[src/rtl/anf_mono_pkg.sv]
// ============================================================================
//  Module   : anf_mono_pkg
//  Purpose  : Shared constants and elaboration-time helpers for the ANF
//             monomial expander pipeline (binomials, bit offsets, ranks).
//  Options  : ANF_MONO_CONST_TERM_EN adds a constant-1 monomial at bit 0.
//  Revision : 1.0 - initial parametrised release
// ============================================================================
`default_nettype none

package anf_mono_pkg;

`ifdef ANF_MONO_CONST_TERM_EN
  localparam int CONST_OFS = 1;
`else
  localparam int CONST_OFS = 0;
`endif

  // C(n,k); each partial product is itself a binomial, so division is exact
  function automatic int binom(input int n, input int k);
    int r;
    r = 1;
    if (k < 0 || k > n) return 0;
    for (int i = 0; i < k; i++) r = r * (n - i) / (i + 1);
    return r;
  endfunction

  // First output bit index holding a monomial of degree k
  function automatic int mono_offset(input int n, input int k);
    int o;
    o = CONST_OFS;
    for (int j = 1; j < k; j++) o += binom(n, j);
    return o;
  endfunction

  // Total output width for degrees 1..d (plus the optional constant term)
  function automatic int num_mono(input int n, input int d);
    return mono_offset(n, d + 1);
  endfunction

  // Width of the runtime degree-limit field
  function automatic int deg_width(input int d);
    return (d < 1) ? 1 : $clog2(d + 1);
  endfunction

  function automatic int popcount(input int x, input int n);
    int c;
    c = 0;
    for (int v = 0; v < n; v++) c += (x >> v) & 1;
    return c;
  endfunction

  // Lexicographic order of sorted index tuples of equal size: the tuple that
  // owns the first differing variable has the smaller element there.
  function automatic bit tuple_less(input int a, input int b, input int n);
    for (int v = 0; v < n; v++) begin
      if (((a >> v) & 1) != ((b >> v) & 1)) return ((a >> v) & 1) == 1;
    end
    return 1'b0;
  endfunction

  // Position of mask m among all masks of the same degree
  function automatic int mono_rank(input int n, input int m);
    int r;
    r = 0;
    for (int x = 1; x < (1 << n); x++) begin
      if (popcount(x, n) == popcount(m, n) && tuple_less(x, m, n)) r++;
    end
    return r;
  endfunction

endpackage

`default_nettype wire

[src/rtl/anf_monomial_pipe_if.sv]
// ============================================================================
//  Module   : anf_monomial_pipe_if
//  Purpose  : Input/output valid-ready bundle of the monomial pipeline.
//             master = producer/consumer side, slave = pipeline side.
//  Options  : ANF_MONO_CONST_TERM_EN widens out_mono by one bit.
//  Revision : 1.0 - initial parametrised release
// ============================================================================
`default_nettype none

interface anf_monomial_pipe_if #(
  parameter int N_IN    = 4,
  parameter int MAX_DEG = 4
);
  import anf_mono_pkg::*;

  localparam int NUM_MONO = num_mono(N_IN, MAX_DEG);
  localparam int DEG_W    = deg_width(MAX_DEG);

  logic                in_valid;
  logic                in_ready;
  logic [N_IN-1:0]     in_data;
  logic [DEG_W-1:0]    in_deg;
  logic                out_valid;
  logic                out_ready;
  logic [NUM_MONO-1:0] out_mono;

  modport master (
    output in_valid, in_data, in_deg, out_ready,
    input  in_ready, out_valid, out_mono
  );

  modport slave (
    input  in_valid, in_data, in_deg, out_ready,
    output in_ready, out_valid, out_mono
  );
endinterface

`default_nettype wire

[src/rtl/anf_mono_gen.sv]
// ============================================================================
//  Module   : anf_mono_gen
//  Purpose  : Combinational expander: variable vector -> every AND-monomial of
//             degree 1..MAX_DEG, degree-major, lexicographic within a degree.
//             Monomials above the runtime degree limit are forced to 0.
//  Options  : ANF_MONO_CONST_TERM_EN drives a constant 1 on mono[0].
//  Revision : 1.0 - initial parametrised release
// ============================================================================
`default_nettype none

module anf_mono_gen
  import anf_mono_pkg::*;
#(
  parameter int N_IN    = 4,
  parameter int MAX_DEG = 4,
  localparam int NUM_MONO = num_mono(N_IN, MAX_DEG),
  localparam int DEG_W    = deg_width(MAX_DEG)
) (
  input  wire logic [N_IN-1:0]     data,
  input  wire logic [DEG_W-1:0]    deg,
  output      logic [NUM_MONO-1:0] mono
);

  // Variable i is data[N_IN-1-i]; vars[i] holds variable i directly
  logic [N_IN-1:0] w_vars;

  for (genvar i = 0; i < N_IN; i++) begin : g_var
    assign w_vars[i] = data[N_IN-1-i];
  end

`ifdef ANF_MONO_CONST_TERM_EN
  assign mono[0] = 1'b1;
`endif

  // One AND term per variable subset; its bit slot follows from degree + rank
  for (genvar k = 1; k <= MAX_DEG; k++) begin : g_deg
    localparam logic [DEG_W-1:0] c_k = DEG_W'(k);
    for (genvar m = 1; m < (1 << N_IN); m++) begin : g_mask
      if (popcount(m, N_IN) == k) begin : g_term
        localparam int              c_bit  = mono_offset(N_IN, k) + mono_rank(N_IN, m);
        localparam logic [N_IN-1:0] c_mask = N_IN'(m);
        assign mono[c_bit] = (deg >= c_k) & (&(w_vars | ~c_mask));
      end
    end
  end

endmodule

`default_nettype wire

[src/rtl/anf_monomial_pipe.sv]
// ============================================================================
//  Module   : anf_monomial_pipe
//  Purpose  : Two-stage valid/ready pipeline around anf_mono_gen. Stage A
//             captures (in_data, in_deg); stage B captures the monomials.
//             in_ready depends combinationally on out_ready (no skid buffer).
//  Options  : ANF_MONO_CONST_TERM_EN adds a constant-1 monomial at bit 0.
//  Revision : 1.0 - initial parametrised release
// ============================================================================
`default_nettype none

module anf_monomial_pipe
  import anf_mono_pkg::*;
#(
  parameter int N_IN    = 4,
  parameter int MAX_DEG = 4
) (
  input wire logic          clk,
  input wire logic          rst_n,
  anf_monomial_pipe_if.slave bus
);

  localparam int NUM_MONO = num_mono(N_IN, MAX_DEG);
  localparam int DEG_W    = deg_width(MAX_DEG);

  logic                r_a_valid;
  logic [N_IN-1:0]     r_a_data;
  logic [DEG_W-1:0]    r_a_deg;
  logic                r_b_valid;
  logic [NUM_MONO-1:0] r_b_mono;
  logic [NUM_MONO-1:0] w_mono;
  logic                w_a_ready;
  logic                w_in_fire;
  logic                w_a_fire;

  assign w_a_ready    = !r_b_valid || bus.out_ready;
  assign bus.in_ready = !r_a_valid || w_a_ready;
  assign w_in_fire    = bus.in_valid && bus.in_ready;
  assign w_a_fire     = r_a_valid && w_a_ready;

  assign bus.out_valid = r_b_valid;
  assign bus.out_mono  = r_b_mono;

  anf_mono_gen #(
    .N_IN    (N_IN),
    .MAX_DEG (MAX_DEG)
  ) u_gen (
    .data (r_a_data),
    .deg  (r_a_deg),
    .mono (w_mono)
  );

  // Stage A: capture accepted input; a new fill wins over a drain
  always_ff @(posedge clk or negedge rst_n) begin
    if (!rst_n) begin
      r_a_valid <= 1'b0;
      r_a_data  <= '0;
      r_a_deg   <= '0;
    end else if (w_in_fire) begin
      r_a_valid <= 1'b1;
      r_a_data  <= bus.in_data;
      r_a_deg   <= bus.in_deg;
    end else if (w_a_fire) begin
      r_a_valid <= 1'b0;
    end
  end

  // Stage B: capture expanded monomials; hold them while the consumer stalls
  always_ff @(posedge clk or negedge rst_n) begin
    if (!rst_n) begin
      r_b_valid <= 1'b0;
      r_b_mono  <= '0;
    end else if (w_a_fire) begin
      r_b_valid <= 1'b1;
      r_b_mono  <= w_mono;
    end else if (bus.out_ready) begin
      r_b_valid <= 1'b0;
    end
  end

endmodule

`default_nettype wire

[src/flat_wrapper.sv]
// flat-port wrapper written by rule: the top's interface ports become plain ports
module anf_monomial_pipe_flat import anf_mono_pkg::*;
#(
  parameter int N_IN    = 4,
  parameter int MAX_DEG = 4
)
  (clk, rst_n, bus_in_valid, bus_in_data, bus_in_deg, bus_out_ready, bus_in_ready, bus_out_valid, bus_out_mono);
  anf_monomial_pipe_if #(.N_IN(N_IN), .MAX_DEG(MAX_DEG)) bus_i ();
  input wire logic clk;
  input wire logic rst_n;
  input wire logic [$bits(bus_i.in_valid)-1:0] bus_in_valid;
  input wire logic [$bits(bus_i.in_data)-1:0] bus_in_data;
  input wire logic [$bits(bus_i.in_deg)-1:0] bus_in_deg;
  input wire logic [$bits(bus_i.out_ready)-1:0] bus_out_ready;
  output wire logic [$bits(bus_i.in_ready)-1:0] bus_in_ready;
  output wire logic [$bits(bus_i.out_valid)-1:0] bus_out_valid;
  output wire logic [$bits(bus_i.out_mono)-1:0] bus_out_mono;
  assign bus_i.in_valid = bus_in_valid;
  assign bus_i.in_data = bus_in_data;
  assign bus_i.in_deg = bus_in_deg;
  assign bus_i.out_ready = bus_out_ready;
  assign bus_in_ready = bus_i.in_ready;
  assign bus_out_valid = bus_i.out_valid;
  assign bus_out_mono = bus_i.out_mono;
  anf_monomial_pipe #(.N_IN(N_IN), .MAX_DEG(MAX_DEG)) u_core (.clk(clk), .rst_n(rst_n), .bus(bus_i));
endmodule
[config.mk]
export PLATFORM = sky130hd
export DESIGN_NAME = anf_monomial_pipe_flat
export DESIGN_NICKNAME = d
export VERILOG_FILES = /design/src/rtl/anf_mono_pkg.sv /design/src/rtl/anf_monomial_pipe_if.sv /design/src/rtl/anf_mono_gen.sv /design/src/rtl/anf_monomial_pipe.sv /design/src/flat_wrapper.sv
export SDC_FILE = /design/constraint.sdc
export NUM_CORES = 1
export LEC_CHECK = 0
export BUFFER_PORTS_ARGS = -buffer_cell sky130_fd_sc_hd__buf_2
export CAP_MARGIN = 15
export CORE_MARGIN = 3
export CORE_UTILIZATION = 49
export CTS_CLUSTER_DIAMETER = 50
export CTS_CLUSTER_SIZE = 24
export DETAILED_ROUTE_END_ITERATION = 7
export PLACE_DENSITY_LB_ADDON = 0.15
export SYNTH_ARGS = -nofsm -noshare
export SYNTH_HDL_FRONTEND = slang
export SYNTH_SLANG_ARGS = --single-unit
[constraint.sdc]
create_clock -name clk -period 1.33 [get_ports clk]
set_input_delay 0.399 -clock clk [delete_from_list [all_inputs] [get_ports clk]]
set_output_delay 0.399 -clock clk [all_outputs]
set_load 0.02 [all_outputs]
**Word-level counts from Yosys, hierarchy flattened**

Cells that the tools add are included.

- Divide/modulo/power cells: 0
- Eq/ne operators: 0
- Mux-type cells: 4
- Magnitude comparators: 4
- Shift-type cells: 0
- Bitwise operators: 15
- Reductions and logical operators: 19
- Multipliers: 0
- Add/sub/neg operators: 0

Operators with widths:

| cell | number |
|---|---|
| AND 1 bit | 15 |
| AND reduction 2 bit | 6 |
| AND reduction 3 bit | 4 |
| greater-or-equal comparator 3 x 2 -> 1 bit (second input constant) | 2 |
| two-way mux 1 bit | 4 |
| AND reduction 4 bit | 1 |
| nonzero test 2 bit | 2 |
| greater-or-equal comparator 3 x 1 -> 1 bit (second input constant) | 1 |
| greater-or-equal comparator 3 bit (second input constant) | 1 |
| logical AND 1 bit | 2 |
| zero test 1 bit | 2 |
| logical OR 1 bit | 2 |

- Bits in latches: 0
- Input port bits: 11
- Bits in read-only memories: 0
- Register bits: 24
- Bits in writable memories: 0
- Output and inout port bits: 17
- Memories: 0

**Depth between registers and ports, before layout**

- Word-level depth: 5
- Depth in mapped cells: 4

**Hierarchy**

A second synthesis with hierarchy kept.

- Cells, all modules: 76
- Area, all modules: 1086.0 µm²

Modules (own cells, without submodules):

| module | cells an instance | area an instance (µm²) | times used | seq. area each (µm²) |
|---|---|---|---|---|
| anf_monomial_pipe | 53 | 962.2 | 1 | 600.6 |
| anf_mono_gen | 23 | 123.9 | 1 | 0.0 |

**Worst setup path after synthesis**

No wires, ideal clock.

- Path kind: register -> register
- Start point: register u_core.r_b_valid, in the netlist u_core.bus.out_valid
- End point: register u_core.r_a_data[0]
- Stages on the path, launching flop included: 4
- Clock period less this slack: 1.493 ns
- Library setup time: 0.125 ns
- Arrival: 1.369 ns
- Required time: 1.205 ns
- Path buffers: 0
- Path slack: -0.163 ns
- Path through: dfrtp_1 -> nand3b_1 -> nand2_2 -> mux2_2

- Word-level cells in the longest chain between the ends: 4

RTL lines:

| what | RTL line | source |
|---|---|---|
| from (decl) | anf_monomial_pipe.sv:28 | `logic r_b_valid;` |
| from (signal assigned) | anf_monomial_pipe.sv:70 | `r_b_valid <= 1'b0;` |
| from (signal assigned) | anf_monomial_pipe.sv:73 | `r_b_valid <= 1'b1;` |
| from (signal assigned) | anf_monomial_pipe.sv:76 | `r_b_valid <= 1'b0;` |
| zero test 1 bit | anf_monomial_pipe.sv:35 | `assign w_a_ready = !r_b_valid \|\| bus.out_ready;` |
| logical OR 1 bit | anf_monomial_pipe.sv:35 |  |
| logical OR 1 bit | anf_monomial_pipe.sv:36 | `assign bus.in_ready = !r_a_valid \|\| w_a_ready;` |
| named net bus_in_ready | flat_wrapper.sv:15 | `output wire logic [$bits(bus_i.in_ready)-1:0] bus_in_ready;` |
| logical AND 1 bit | anf_monomial_pipe.sv:37 | `assign w_in_fire = bus.in_valid && bus.in_ready;` |
| to (signal assigned) | anf_monomial_pipe.sv:60 | `r_a_data <= bus.in_data;` |
| to (decl) | anf_monomial_pipe.sv:26 | `logic [N_IN-1:0] r_a_data;` |

The timed path passes the listed nets, and every way through them passes these cells.
A chain may end at the register's enable or synchronous reset.

**Final worst setup path**

- Start point: register u_core.r_b_valid, in the netlist u_core.bus.out_valid
- End point: output bus_in_ready

- Word-level cells in the longest chain between the ends: 3

RTL lines:

| what | RTL line |
|---|---|
| zero test 1 bit | anf_monomial_pipe.sv:35 |
| logical OR 1 bit | anf_monomial_pipe.sv:35 |
| logical OR 1 bit | anf_monomial_pipe.sv:36 |
| to (decl) | flat_wrapper.sv:15 |

No other way between the ends.

==> metrics.cfg <==
[setup_path]
worstPathRequired_ns = 0.93
startpoint_type = flip-flop
worstPathMaxFanout = 4
r2r_slack_ns = 0.05
critical_path_buf_inv_count = 1
path_class = reg2out
slowest_stage = dfrtp_2
path_cells = nand3b_1, buf_6
crit_path_end_kind = output pin
slowest_delay_ns = 0.45
r2r-start = u_core.bus.out_valid$_DFFE_PN0P_
critical_path.top_delay_family = flip-flops
reg2reg_depth = 4
arrival_ns = 1.07
rr_endpoint = u_core.r_a_data[0]$_DFFE_PN0P_

[final_layout]
fin_area_um2 = 1320
drive_above_1_share = 0.468
synthToLayoutAreaGrowth_pct = 36.0
final_cells = 136
final_nets = 123
diodes = 0

[clock_tree]
clock-sinks = 24
htreeDepth = 1
cts_max_path_buffers = 2
cts_buffers = 3
root_buffer = clkbuf_4
clk_latency_ns = 0.33
clk_pin_slew_ns = 0.14
cts_tree = done

[global_routing]
grt_max_degree = 25
grt.overflow.total = 0
track_usage = 0.183
grt_pass1_vias = 719
antenna_found_initial = 0
grt_pass1_wl_um = 3500

[place]
portBuffers = 27
place_ws_ns = -0.0467
place_inst = 126
gp_congestion = 0.752
place_area_um2 = 1210
place_hpwl_um = 1470

[floorplan]
initial_core_util = 0.540
die_y_um = 50.6
num_io_pins = 28
die_w_um = 50.6
die-area_um2 = 2560
rows = 15
coreArea_um2 = 1800

[power_and_ir_drop]
switching_share = 0.297
p_seq_frac = 0.478
vdd_ir_drop_max_uv = 965
p_int_w = 0.00139
power_density_nw_per_um2 = 1500
clkPwrFrac = 0.264
leakage_nw = 0.669
combPwrFrac = 0.258
p_switching_w = 0.000590

[sta]
setup_slack_ns = -0.139
rsz0062_at_grt = yes
finClkSkew_ns = 0.0172
final-max-slew-violation-count = 0
relSlewSlack = 0.802
fin_crit_sh = 1.10
finalCriticalPeriod_ns = 1.47
worst_slew_pin_slew_ns = 0.297
setup-violations-final = 2
fmax_ghz = 0.681
hold_viol = 0

[synthesis]
ys_warn_count = 0
synth.avg_cell_area_um2 = 13.2
synthAdderAreaFrac = 0
synth-seq-area-share = 0.617
postSynthNetCount = 85
synthSimpleGateAreaFrac = 0.123
syn_inst = 74
netlist_area_um2 = 973
synth_compound_area_frac = 0.162
muxShareOfSynthArea = 0.0810
synth_top_family_by_area = compound AO/OA/AOI/OAI gates
ys_seq_elements = 24
synth_xor_area_frac = 0
yosysUniqueCellTypes = 20

[hold_path]
hold_start = bus_in_deg[0]
holdPathEnd = u_core.r_a_deg[0]$_DFFE_PN0P_
hold_depth = 2
hp-class = in2reg

[outcome]
violations = setup timing
outcome = finished, violations left

[route]
dr.pass1.iters = 4
wirelength_um = 2110
drt-initial-drc-count = 15
num_vias = 759
ant_nets = 0
avgViaCountPerCell = 5.58
routedWlPerCell_um = 15.5
remaining_drc_errors = 0

[run]
drv_cap = 0

-- metal layers --
metal  part of all wire  GRT usage
met3              0.072     0.0356
met1               0.43      0.229
met5                  0          0
met4              0.012     0.0762
met2               0.49      0.307
-- synth_stat cells --
| cell | number | area share |
|---|---|---|
| mux2_2 | 7 | 0.081 |
| dfrtp_1 | 24 | 0.62 |
| o21ai_0 | 4 | 0.021 |
| nor3_2 | 2 | 0.021 |
| nand2_1 | 2 | 0.0077 |
| o211ai_1 | 1 | 0.0077 |
| and2b_1 | 1 | 0.0077 |
| nand3_1 | 6 | 0.031 |
| nand3b_1 | 1 | 0.0077 |
| nand4_1 | 1 | 0.0064 |
| o2bb2ai_1 | 4 | 0.036 |
| inv_1 | 1 | 0.0039 |
| nor3_1 | 3 | 0.015 |
| buf_1 | 2 | 0.0077 |
| nand2b_4 | 1 | 0.014 |
| nand2_2 | 1 | 0.0064 |
| buf_2 | 1 | 0.0051 |
| a22o_1 | 10 | 0.090 |
| a21o_1 | 1 | 0.0077 |
| nand2b_1 | 1 | 0.0064 |
-- worst max-delay path by stage --
stage | from | endpoint | slack, ns | cells after the start
3_5_place_dp | bus_out_ready | u_core.r_a_data[0]$_DFFE_PN0P_ | -0.05 | 4
6_report | u_core.bus.out_valid$_DFFE_PN0P_ | bus_in_ready | -0.14 | 2
3_3_place_gp | bus_out_ready | u_core.r_a_data[1]$_DFFE_PN0P_ | -0.01 | 4
2_1_floorplan | u_core.bus.out_valid$_DFFE_PN0P_ | u_core.r_a_data[0]$_DFFE_PN0P_ | -0.05 | 3
4_1_cts | u_core.bus.out_valid$_DFFE_PN0P_ | bus_in_ready | -0.13 | 2
5_1_grt | u_core.bus.out_valid$_DFFE_PN0P_ | bus_in_ready | -0.17 | 2
-- layout make-up --
cell class / count / area (µm²)
clock inverter: 1 / 30.0
sequential: 24 / 603
inverter: 1 / 3.75
timing repair buffer: 36 / 236
multi-input combinational: 46 / 397
tap: 25 / 31.3
clock buffer: 3 / 22.5
fill: 122 / 478
-- registers in the layout, summed over array words and instances, names as in the netlist --
name / cells
u_core.r_a_valid: 1
u_core.bus.out_valid: 1
u_core.bus.out_mono: 15
u_core.r_a_data: 4
u_core.r_a_deg: 3
-- timing repair --
| item | 4_1_cts | 5_1_grt |
|---|---|---|
| gates resized for setup | 5 | 0 |
| hold endpoints to repair | 14 | 0 |
| setup endpoints to repair | 2 | 11 |
| gates cloned | 0 | 0 |
| setup buffers | 3 | 3 |
| hold buffers | 1 | 0 |
| pin swaps | 1 | 1 |
-- cells by family (layout without fill, tap and decap cells) --
| group | Yosys count | after routing |
|---|---|---|
| AOI/OAI and AO/OA | 20 | 20 |
| buffers and inverters | 4 | 41 |
| DFF | 24 | 24 |
| muxes | 7 | 7 |
| and+or+nand+nor | 19 | 19 |
-- cells in the final DEF (no fill, tap or decap), types with 3 or more instances in the layout --
cell / n
o21ai_0: 4
buf_4: 6
o2bb2ai_1: 4
dfrtp_1: 22
a22o_1: 10
nand3_1: 6
mux2_4: 7
nor3_1: 3
buf_2: 26
clkbuf_4: 3
-- metrics by stage --
step,hold WS (ns),utilization,setup TNS (ns),power [W]
floorplan,0.103,-,-0.374,0.00125
global placement,0.345,0.670,-0.0526,0.00142
detailed placement,0.345,0.670,-0.313,0.00144
CTS,0.301,0.728,-0.231,0.00197
global route,0.289,0.735,-0.196,0.00207
finish,0.298,0.735,-0.147,0.00198
-- power by group through the flow --
| stage | Clock (W) | Combinational [W] | Sequential [W] |
|---|---|---|---|
| after floorplan | 0 | 0.000218 | 0.00103 |
| after global placement | 0 | 0.000461 | 0.000962 |
| after detailed placement | 0 | 0.000472 | 0.000966 |
| after CTS | 0.000526 | 0.000498 | 0.000948 |
| after global routing | 0.000559 | 0.000551 | 0.000963 |
| final | 0.000523 | 0.000512 | 0.000949 |
No activity file was read; power rests on OpenSTA's default activity.
